$ cat src/rtl/mux_arb_pkg.sv
// Shared types and constants for the round-robin mux arbiter.
package mux_arb_pkg;

  typedef enum logic {
    IDLE  = 1'b0,
    GRANT = 1'b1
  } state_t;

  localparam int HOLD_CNT_W = 8;

  // A one-requester mux still needs a 1-bit select.
  function automatic int sel_width(input int n);
    return (n > 2) ? $clog2(n) : 1;
  endfunction

endpackage

$ cat src/rtl/mux_arbiter_rr_pick.sv
// Combinational rotate-priority picker: first requester at or above ptr, wrapping modulo N.
module rr_pick
  import mux_arb_pkg::*;
#(
  parameter int N  = 4,
  parameter int SW = sel_width(N)
) (
  input  logic [N-1:0]  req,
  input  logic [SW-1:0] ptr,
  output logic [SW-1:0] idx,
  output logic          found
);

  // Scan from the farthest offset down so the nearest match is written last.
  always_comb begin
    idx   = '0;
    found = 1'b0;
    for (int k = N - 1; k >= 0; k--) begin
      if (req[(int'(ptr) + k) % N]) begin
        idx   = SW'((int'(ptr) + k) % N);
        found = 1'b1;
      end
    end
  end

endmodule

$ cat src/rtl/mux_arbiter_rr.sv
// Round-robin arbiter/sequencer sharing one W-bit channel among N requesters.
// Optional grant counter enabled by defining MUX_ARBITER_RR_STATS_EN.
module mux_arbiter_rr
  import mux_arb_pkg::*;
#(
  parameter int N        = 4,
  parameter int W        = 8,
  parameter int MAX_HOLD = 8,
  localparam int SW      = sel_width(N)
) (
  input  logic           clk,
  input  logic           rst_n,
  input  logic [N-1:0]   req,
  input  logic [N*W-1:0] data_in,
  output logic [N-1:0]   ack,
  output logic [N-1:0]   grant,
  output logic [SW-1:0]  sel,
  output logic [W-1:0]   out_data,
  output logic           out_valid,
  input  logic           out_ready,
  output logic           busy
`ifdef MUX_ARBITER_RR_STATS_EN
  ,
  output logic [15:0]    grant_count
`endif
);

  state_t                state;
  logic [SW-1:0]         ptr;
  logic [HOLD_CNT_W-1:0] hold_cnt;
  logic [SW-1:0]         pick_idx;
  logic                  pick_found;
  logic                  xfer;
  logic                  last_word;
  logic                  release_now;

  rr_pick #(
    .N  (N),
    .SW (SW)
  ) u_pick (
    .req   (req),
    .ptr   (ptr),
    .idx   (pick_idx),
    .found (pick_found)
  );

  assign busy        = (state == GRANT);
  assign out_valid   = busy && req[sel];
  assign xfer        = out_valid && out_ready;
  assign last_word   = (hold_cnt == HOLD_CNT_W'(MAX_HOLD - 1));
  assign release_now = !req[sel] || (xfer && last_word);

  always_comb begin
    ack = '0;
    if (xfer) ack[sel] = 1'b1;
  end

  always_comb begin
    out_data = '0;
    if (busy) out_data = data_in[int'(sel)*W +: W];
  end

  // Only IDLE looks at the picker, so other requesters cannot steal an active grant.
  always_ff @(posedge clk or negedge rst_n) begin
    if (!rst_n) begin
      state    <= IDLE;
      grant    <= '0;
      sel      <= '0;
      ptr      <= '0;
      hold_cnt <= '0;
    end else begin
      case (state)
        IDLE: begin
          if (pick_found) begin
            state    <= GRANT;
            grant    <= {{(N-1){1'b0}}, 1'b1} << pick_idx;
            sel      <= pick_idx;
            hold_cnt <= '0;
          end
        end
        GRANT: begin
          if (release_now) begin
            state    <= IDLE;
            grant    <= '0;
            hold_cnt <= '0;
            ptr      <= (sel == SW'(N - 1)) ? '0 : sel + SW'(1);
          end else if (xfer) begin
            hold_cnt <= hold_cnt + HOLD_CNT_W'(1);
          end
        end
        default: state <= IDLE;
      endcase
    end
  end

`ifdef MUX_ARBITER_RR_STATS_EN
  always_ff @(posedge clk or negedge rst_n) begin
    if (!rst_n) begin
      grant_count <= '0;
    end else if (state == IDLE && pick_found && grant_count != 16'hFFFF) begin
      grant_count <= grant_count + 16'd1;
    end
  end
`endif

endmodule

$ cat config.mk
export PLATFORM = sky130hd
export DESIGN_NAME = mux_arbiter_rr
export DESIGN_NICKNAME = d
export VERILOG_FILES = /design/src/rtl/mux_arb_pkg.sv /design/src/rtl/mux_arbiter_rr_pick.sv /design/src/rtl/mux_arbiter_rr.sv
export SDC_FILE = /design/constraint.sdc
export NUM_CORES = 1
export LEC_CHECK = 0
export CORE_MARGIN = 4
export CORE_UTILIZATION = 42
export CTS_CLUSTER_DIAMETER = 40
export DETAILED_ROUTE_END_ITERATION = 12
export GPL_TIMING_DRIVEN = 0
export HOLD_SLACK_MARGIN = 0.08
export PLACE_DENSITY = 0.76
export SETUP_SLACK_MARGIN = 0.02
export SYNTH_ARGS = -nofsm -noshare
export SYNTH_HDL_FRONTEND = slang
export SYNTH_SLANG_ARGS = --single-unit
$ cat constraint.sdc
create_clock -name clk -period 2.8 [get_ports clk]
set_clock_uncertainty 0.15 [all_clocks]
set_input_delay 0.56 -clock clk [delete_from_list [all_inputs] [get_ports clk]]
set_output_delay 0.56 -clock clk [all_outputs]
set_load 0.005 [all_outputs]
==> results.ini, run 1 <==
[grt]
antenna_found_initial = 0
overflow = 0
grt_max_degree = 18
grt_usage_pct = 19.9
grt_pass1_wl_um = 6640
grt_pass1_vias = 1419

[die]
chipWidth_um = 64.1
coreArea_um2 = 3030
rows = 20
die_h_um = 64.1
io-pin-count = 59
start_util_pct = 43.7
design.die.area_um2 = 4110

[detailed_routing]
dr.pass1.iters = 4
met3_length_um = 315
m1WireLength_um = 1730
ant_nets = 0
via_per_inst = 5.77
post_drt_wl_per_cell_um = 16.8
met2_length_um = 1900
drc_errors = 0
vias = 1380
wl_um = 4020
topRoutingLayerUsed = met4
drt-initial-drc-count = 49

[clock_network]
cts_tree = yes
clock_path_buffers = 2
worstSkewPairLatency_ns = 0.29
hold_buffers = 0
clkSinkCount = 17
clk_pin_slew_ns = 0.10
root_buffer = clkbuf_4
cts_buffers = 3
htreeDepth = 1

[worst_setup_path]
start_kind = primary input
worstSetupPathType = in -> out
worstPathRequired_ns = 2.09
path_cells = clkdlybuf4s50_1 -> mux4_2 -> and2_1 -> clkdlybuf4s50_1
slowest_delay_ns = 0.45
critPathMaxFanout = 1
cp_top_family = buffers and inverters
slowest_stage = mux4_2
r2r_slack_ns = 0.70
crit_buf_inv = 2
critPathArrivalTime_ns = 2.03
end_kind = primary output
cp_common_cell = clkdlybuf4s50_1

[cells_and_area]
final_core_util_pct = 68.1
num_antenna_cells = 0
stdcell_count = 239
drive_gt1_share_pct = 16.9
n_fill_cell = 242
syn2layout_area_growth_pct = 55.9
num-nets-final = 240

[sta]
post-route-period-util_pct = 98.0
rsz0062_at_grt = false
setup_viol = 0
min_period_ns = 2.74
hold_violations = 0
relSlewSlack_pct = 48.9
tightest_slew_ns = 0.764
hold_ws_ns = 0.363
fmax_mhz = 365
setup_tns_ns = 0
slew_viol_final = 0

[power_and_ir_drop]
p_clk_share_pct = 8.2
ir_drop_v = 0.000430
finalPower_uw = 1640
seqPwrFrac_pct = 25.8
power_density_nw_per_um2 = 798
combinationalPowerShare_pct = 66.0
p_int_uw = 1040
p_sw_uw = 607
p_leak_uw = 0.000972
swShare_pct = 36.9

[synth]
yosys.area.top_type_share_pct = 32.2
synth_edf_count = 0
avgSynthCellArea_um2 = 10.3
yosys-top-cells-area = dfrtp_1 (32%), mux4_2 (15%), ha_1 (4.7%)
seq_area_frac_synth_pct = 32.2
synth.top_cells.by_count = dfrtp_1 (17), mux4_2 (9), and2_1 (8)
synth_ff_type = dfrtp_1
synth.most_common_cell = dfrtp_1
synth_area_um2 = 1320
synthCells = 128
yosysUniqueCellTypes = 42
ys_ff_latch = 17
syn_nets = 172
ys_warn_count = 0
synth_area_leader_cell = dfrtp_1
synth-async-reset-ratio_pct = 100

[placement]
place.port_buffers = 58
place_congestion = 0.801
dp_cells = 230
hpwlAfterDp_um = 3150

[run_status]
outcome = finished, final reports clean

[hold_path]
min_path_type = reg -> reg

[job]
drv_cap = 0

## layout by cell type (no fill, tap or decap), types with 2 or more instances in the layout
cell	Yosys	layout
nand2_1	6	6
ha_1	5	5
dlygate4sd2_1	0	2
a21oi_1	5	5
nand3_1	2	2
dlymetal6s2s_1	0	7
or2_2	2	2
a21o_1	3	3
o31ai_1	2	2
clkdlybuf4s15_1	0	2
clkdlybuf4s50_1	0	47
and4_1	3	3
dfrtp_2	0	2
nor3_1	2	2
a22o_1	5	5
and3_1	6	6
mux4_2	9	9
o22a_1	2	2
nand3b_1	2	2
clkbuf_4	0	4
o21ai_0	6	6
or4_1	4	4
a31oi_1	2	2
dfrtp_1	17	15
buf_4	0	6
nor2b_1	5	5
inv_1	5	4
and2_1	8	8
nor4_1	2	2
nand4_1	2	2
mux2i_2	0	2
## cell type report
type / instances / area, um^2 / area share, %
Tap cell: 44 / 55.1 / 2.67
Clock buffer: 4 / 26.3 / 1.27
Inverter: 5 / 18.8 / 0.910
Sequential cell: 17 / 428 / 20.8
Buffer: 4 / 28.8 / 1.40
Timing Repair Buffer: 64 / 641 / 31.1
Multi-Input combinational cell: 101 / 865 / 41.9
## cells by family after synthesis
logic type               Yosys count  share of synthesized area, %
AND/OR/NAND/NOR                   49                          23.2
AO/OA/AOI/OAI                     34                          18.1
adder cells (fa/ha/maj)            5                          4.73
multiplexers                      13                          18.8
buffers and inverters             10                          3.03
flip-flops                        17                          32.2
## metal layers
metal	up-vias	track usage, %
li1	633	-
met2	80	33.3
met4	0	5.80
met5	-	0
met1	658	25.8
met3	9	4.04
## registers in the layout, indices dropped and copies added (netlist names)
register  flops
ptr           2
busy          1
hold_cnt      8
grant         4
sel           2
## repair_timing
action | 4_1_cts | 5_1_grt
buffers inserted | 4 | 2
setup endpoints to repair | 13 | 13
resized for setup | 11 | 12
gates cloned | 0 | 0
pin swaps | 1 | 1
## stage by stage
stage / setup WS [ns] / cell area [um^2]
2_1_floorplan: 0.637 / 1320
3_3_place_gp: -0.531 / 1960
3_5_place_dp: -0.576 / 1960
4_1_cts: 0.0234 / 2020
5_1_grt: 0.0186 / 2060
6_report: 0.0573 / 2060
## power by group through the flow
stage | Combinational, uW | Clock [uW] | Sequential [uW]
detailed placement | 993 | 0 | 438
CTS | 1070 | 137 | 421
global route | 1200 | 149 | 441
global placement | 973 | 0 | 430
floorplan | 569 | 0 | 413
finish | 1090 | 135 | 424
## final timing paths
path | from | cells after the start | end
max in group asynchronous | rst_n | 1 | sel[1]
setup reg to reg | hold_cnt[3] | 4 | grant[1]
min in group asynchronous | rst_n | 1 | hold_cnt[5]
hold / removal | grant[2] | 1 | grant[2]
setup / recovery | data_in[30] | 4 | out_data[6]
hold reg to reg | grant[2] | 1 | grant[2]
(Power assumes the default switching activity.)
==> run 2, diff against run 1 <==
--- a/config.mk
+++ b/config.mk
@@ -6,12 +6,12 @@
 export NUM_CORES = 1
 export LEC_CHECK = 0
 export CORE_MARGIN = 4
-export CORE_UTILIZATION = 42
+export CORE_UTILIZATION = 35
 export CTS_CLUSTER_DIAMETER = 40
 export DETAILED_ROUTE_END_ITERATION = 12
 export GPL_TIMING_DRIVEN = 0
 export HOLD_SLACK_MARGIN = 0.08
-export PLACE_DENSITY = 0.76
+export PLACE_DENSITY = 0.65
 export SETUP_SLACK_MARGIN = 0.02
 export SYNTH_ARGS = -nofsm -noshare
 export SYNTH_HDL_FRONTEND = slang
==> results.ini, run 2 (synthesized netlist as in run 1, its figures left out) <==
[clock_network]
clkSinkCount = 17  ; unchanged
htreeDepth = 1  ; unchanged
cts_buffers = 3  ; unchanged
hold_buffers = 0  ; unchanged
root_buffer = clkbuf_8
worstSkewPairLatency_ns = 0.25  ; -0.04 ns
clock_path_buffers = 2  ; unchanged
clk_pin_slew_ns = 0.06  ; -0.04 ns
cts_tree = yes

[sta]
slew_viol_final = 0  ; unchanged
rsz0062_at_grt = false
fmax_mhz = 366  ; +0.50%
post-route-period-util_pct = 97.5  ; -0.48 points
min_period_ns = 2.73  ; -0.0136 ns
setup_viol = 0  ; unchanged
setup_tns_ns = 0  ; unchanged
hold_violations = 0  ; unchanged
tightest_slew_ns = 0.781  ; +0.0173 ns
relSlewSlack_pct = 47.8  ; -1.2 points

[die]
start_util_pct = 36.1  ; -7.6 points
die_h_um = 69.5  ; +8.4%
io-pin-count = 59  ; unchanged
chipWidth_um = 69.5  ; +8.4%
design.die.area_um2 = 4830  ; +17%
coreArea_um2 = 3660  ; +21%
rows = 22  ; +10%

[grt]
met2_usage_pct = 25.3  ; -8.0 points
grt_pass1_vias = 1248  ; -12%
grtUsageMet1_pct = 22.4  ; -3.4 points
grt_usage_pct = 16.2  ; -3.7 points
top_usage_layer = met2
overflow = 0  ; unchanged
grt_util_met3_pct = 3.33  ; -0.71 points
antenna_found_initial = 0  ; unchanged
grt_max_degree = 18  ; unchanged
grt_pass1_wl_um = 6330  ; -4.7%

[placement]
place.port_buffers = 58  ; unchanged
place_congestion = 0.919  ; +15%
dp_cells = 234  ; +1.7%
hpwlAfterDp_um = 3020  ; -4.0%

[worst_setup_path]
worstSetupPathType = in -> out
critPathArrivalTime_ns = 2.02  ; about the same
r2r_end = ptr[1]
r2r_slack_ns = 0.70  ; about the same
critPathMaxFanout = 1  ; unchanged
rr_worst_depth = 4  ; unchanged
start_kind = primary input
end_kind = primary output
reg2reg_from = hold_cnt[3]
worstPathRequired_ns = 2.09  ; about the same

[detailed_routing]
post_drt_wl_per_cell_um = 16.2  ; -3.9%
vias = 1328  ; -3.8%
wl_um = 3890  ; -3.1%
drc_errors = 0  ; unchanged
drt-initial-drc-count = 36  ; -27%
via_per_inst = 5.51  ; -4.6%
ant_nets = 0  ; unchanged
dr.pass1.iters = 4  ; unchanged

[job]
drv_cap = 0  ; unchanged

[cells_and_area]
regMostFlops = hold_cnt
num-nets-final = 238  ; -0.83%
top_regs = hold_cnt: 8 flops, grant: 4 flops
layout_common_cells = clkdlybuf4s50_1 (53), dfrtp_1 (15), mux4_2 (9)
num_antenna_cells = 0  ; unchanged
syn2layout_area_growth_pct = 54.5
stdcell_count = 241  ; +0.84%
n_fill_cell = 327  ; +35%
largest_reg_flops = 8  ; unchanged
final_common_cell = clkdlybuf4s50_1
drive_gt1_share_pct = 16.6  ; -0.34 points

[hold_path]
hold_depth = 1  ; unchanged
min_from = grant[2]
min_path_type = reg -> reg
holdPathEnd = grant[2]

[power_and_ir_drop]
p_leak_uw = 0.000872  ; -10%
ir_drop_v = 0.000329  ; -23%
power_density_nw_per_um2 = 815  ; +2.1%

[run_status]
outcome = finished, final reports clean

run 2: changes by cell type in the layout (fill, tap and decap cells not counted), moves of 2 or more:
cell | previous run | this run
clkbuf_8 | 0 | 3
buf_4 | 6 | 4
clkdlybuf4s50_1 | 47 | 53
dlymetal6s2s_1 | 7 | 1
clkbuf_2 | 1 | 3
clkbuf_4 | 4 | 1
run 2: timing repair:
item / CTS / global route
hold endpoints to repair: 0 / 0
buffers inserted: 4 / 0
setup endpoints to repair: 13 / 9
resized for setup: 12 / 7
pin swaps: 1 / 0
run 2: worst max-delay path by stage:
stage,start,endpoint,slack (ns),cells past startpoint
final,data_in[28],out_data[4],0.07,4
after global routing,data_in[30],out_data[6],0.03,4
after CTS,req[3],ack[3],0.02,6
after detailed placement,req[1],ack[3],-0.57,7
after global placement,req[3],ack[0],-0.53,7
after floorplan,sel[0],out_data[0],0.64,3
run 2: metrics by stage:
step	total power [uW]	utilization (%)	area [um^2]	setup WS, ns	hold slack, ns
2_1_floorplan	982	-	1320	0.637	0.114
3_3_place_gp	1410	53.6	1960	-0.527	0.338
3_5_place_dp	1440	53.6	1960	-0.573	0.340
4_1_cts	1680	55.8	2040	0.0224	0.356
5_1_grt	1790	55.8	2040	0.0300	0.375
6_report	1660	55.8	2040	0.0709	0.351
run 2: power by group:
part	switching [uW]	total [uW]	internal [uW]
sequential	99.1	427	328
clock	78.7	179	101
combinational	419	1060	639
total	597	1660	1070
run 2: cell type report:
cell class                      count  area [um^2]  share of cell area [%]
Inverter                            5         18.8                   0.919
Tap cell                           48         60.1                    2.94
Timing Repair Buffer               62          602                    29.5
Multi-Input combinational cell    101          861                    42.1
Clock buffer                        4         45.0                    2.20
Sequential cell                    17          428                    20.9
Buffer                              4         28.8                    1.41
run 2: worst max-delay path, stage by stage:
cell and delay, ns:
clkdlybuf4s50_1 0.40, mux4_2 0.46, and2_1 0.17, clkdlybuf4s50_1 0.43
run 2: routing by layer:
metal / part of all wire [%] / routed length, um / up-vias
li1: - / - / 634
met1: 49 / 1890 / 628
met2: 44 / 1710 / 62
met3: 6.2 / 243 / 4
met4: 1.2 / 45 / 0
met5: 0 / 0 / -
==> run 3, diff against run 2 <==
--- a/config.mk
+++ b/config.mk
@@ -5,7 +5,7 @@
 export SDC_FILE = /design/constraint.sdc
 export NUM_CORES = 1
 export LEC_CHECK = 0
-export CORE_MARGIN = 4
+export CORE_MARGIN = 2
 export CORE_UTILIZATION = 35
 export CTS_CLUSTER_DIAMETER = 40
 export DETAILED_ROUTE_END_ITERATION = 12
==> results.ini, run 3 (synthesized netlist as in run 1, its figures left out) <==
[worst_setup_path]
worstPathRequired_ns = 2.09  ; about the same
start_kind = primary input
path_cells = clkdlybuf4s50_1 -> mux4_2 -> and2_1 -> clkdlybuf4s50_1
end_kind = primary output
cp_common_cell = clkdlybuf4s50_1
slowest_delay_ns = 0.46  ; about the same
r2r_slack_ns = 0.68  ; -0.02 ns
reg2reg_from = hold_cnt[3]
critPathMaxFanout = 1  ; unchanged
rr_worst_depth = 4  ; unchanged
crit_buf_inv = 2  ; unchanged
slowest_stage = mux4_2
r2r_end = grant[1]
worstSetupPathType = in -> out
cp_top_family = buffers and inverters
critPathArrivalTime_ns = 2.03  ; about the same

[sta]
slew_viol_final = 0  ; unchanged
min_period_ns = 2.74  ; +0.00796 ns
post-route-period-util_pct = 97.8  ; +0.28 points
tightest_slew_ns = 0.750  ; -0.0312 ns
setup_viol = 0  ; unchanged
fmax_mhz = 365  ; -0.29%
relSlewSlack_pct = 49.9  ; +2.1 points
hold_violations = 0  ; unchanged
hold_ws_ns = 0.356  ; +0.00541 ns
rsz0062_at_grt = false
setup_ws_ns = 0.0629  ; -0.00796 ns

[power_and_ir_drop]
ir_drop_v = 0.000399  ; +21%
p_int_uw = 1070  ; +0.35%
p_leak_uw = 0.000910  ; +4.4%
p_clk_share_pct = 11.2  ; +0.4 points
swShare_pct = 36.4  ; +0.57 points
seqPwrFrac_pct = 25.3  ; -0.4 points
power_density_nw_per_um2 = 820  ; +0.70%
combinationalPowerShare_pct = 63.6  ; about the same
p_sw_uw = 614  ; +2.9%

[cells_and_area]
regMostFlops = hold_cnt
final_common_cell = clkdlybuf4s50_1
num_antenna_cells = 0  ; unchanged
layout_common_cells = clkdlybuf4s50_1 (50), dfrtp_1 (15), mux4_2 (9)
largest_reg_flops = 8  ; unchanged
seq_area_um2 = 428  ; unchanged
num-nets-final = 238  ; unchanged
multi_input_area_um2 = 865  ; +0.44%
top_regs = hold_cnt: 8 flops, grant: 4 flops
n_fill_cell = 337  ; +3.1%
syn2layout_area_growth_pct = 55.3
drive_gt1_share_pct = 17.6  ; +1.0 points

[clock_network]
cts_tree = yes
clk_pin_slew_ns = 0.06  ; about the same
hold_buffers = 0  ; unchanged
cts_buffers = 3  ; unchanged
root_buffer = clkbuf_8
htreeDepth = 1  ; unchanged
worstSkewPairLatency_ns = 0.26  ; about the same
clkSinkCount = 17  ; unchanged
clock_path_buffers = 2  ; unchanged

[placement]
hpwlAfterDp_um = 2970  ; -1.8%
place_congestion = 0.763  ; -17%
place.port_buffers = 58  ; unchanged
pre_cts_ws_ns = -0.599  ; -0.0263 ns

[detailed_routing]
dr.pass1.iters = 4  ; unchanged
via_per_inst = 5.52  ; +0.15%
drt-initial-drc-count = 34  ; -5.6%
wl_um = 3920  ; +0.77%
post_drt_wl_per_cell_um = 16.3  ; +0.77%
drc_errors = 0  ; unchanged
ant_nets = 0  ; unchanged
vias = 1330  ; +0.15%

[die]
coreArea_um2 = 3630  ; -0.75%
io-pin-count = 59  ; unchanged
design.die.area_um2 = 4290  ; -11%
start_util_pct = 36.4  ; +0.27 points
die_h_um = 65.5  ; -5.8%
chipWidth_um = 65.5  ; -5.8%
rows = 22  ; unchanged

[grt]
antenna_found_initial = 0  ; unchanged
grt_pass1_wl_um = 6180  ; -2.4%
grt_pass1_vias = 1300  ; +4.2%
grt_max_degree = 18  ; unchanged
grt_usage_pct = 18.9  ; +2.8 points
overflow = 0  ; unchanged

[run_status]
outcome = finished, final reports clean

[hold_path]
min_from = grant[2]
holdPathEnd = grant[2]
min_path_type = reg -> reg
hold_depth = 1  ; unchanged

[job]
drv_cap = 0  ; unchanged

## run 3: area by class of cell
cell class | count | area share (%)
multi-input combinational | 101 | 42.1
clock buffer | 3 | 2.01
sequential | 17 | 20.8
timing repair buffer | 63 | 30.0
clock inverter | 1 | 0.244
tap | 48 | 2.92
buffer | 3 | 1.04
inverter | 5 | 0.914
## run 3: stage by stage
stage          util (%)  TNS (ns)  std cells  area, um^2  total power [uW]
5_1_grt            56.5         0        241        2050              1820
4_1_cts            56.3         0        241        2040              1700
2_1_floorplan         -         0        128        1320               982
3_3_place_gp       54.0     -2.56        234        1960              1410
3_5_place_dp       54.0     -2.82        234        1960              1430
6_report           56.5         0        241        2050              1690
## run 3: worst max-delay path by stage
stage / startpoint / end / slack [ns] / cells past startpoint
floorplan: sel[0] / out_data[0] / 0.64 / 3
global placement: req[3] / ack[2] / -0.54 / 7
detailed placement: req[1] / ack[2] / -0.60 / 7
CTS: req[1] / ack[3] / 0.03 / 6
global route: data_in[25] / out_data[1] / 0.03 / 4
finish: data_in[29] / out_data[5] / 0.06 / 4
## run 3: power by group through the flow
stage | clock network, uW | logic [uW] | registers [uW]
finish | 189 | 1070 | 426
floorplan | 0 | 569 | 413
global route | 208 | 1170 | 441
CTS | 195 | 1080 | 423
detailed placement | 0 | 996 | 437
global placement | 0 | 978 | 433
## run 3: timing repair
item,CTS,global route
endpoints found under the setup margin,13,8
gates resized for setup,10,11
setup buffers,5,0
pin swaps,1,0
## run 3: routing by layer
layer  vias up  part of all wire (%)  global-route usage (%)
met5         -                     0                       0
met4         0                   1.1                    5.99
met3         5                    10                    5.31
met2        68                    46                    32.5
met1       626                    43                    22.9
li1        631                     -                       -
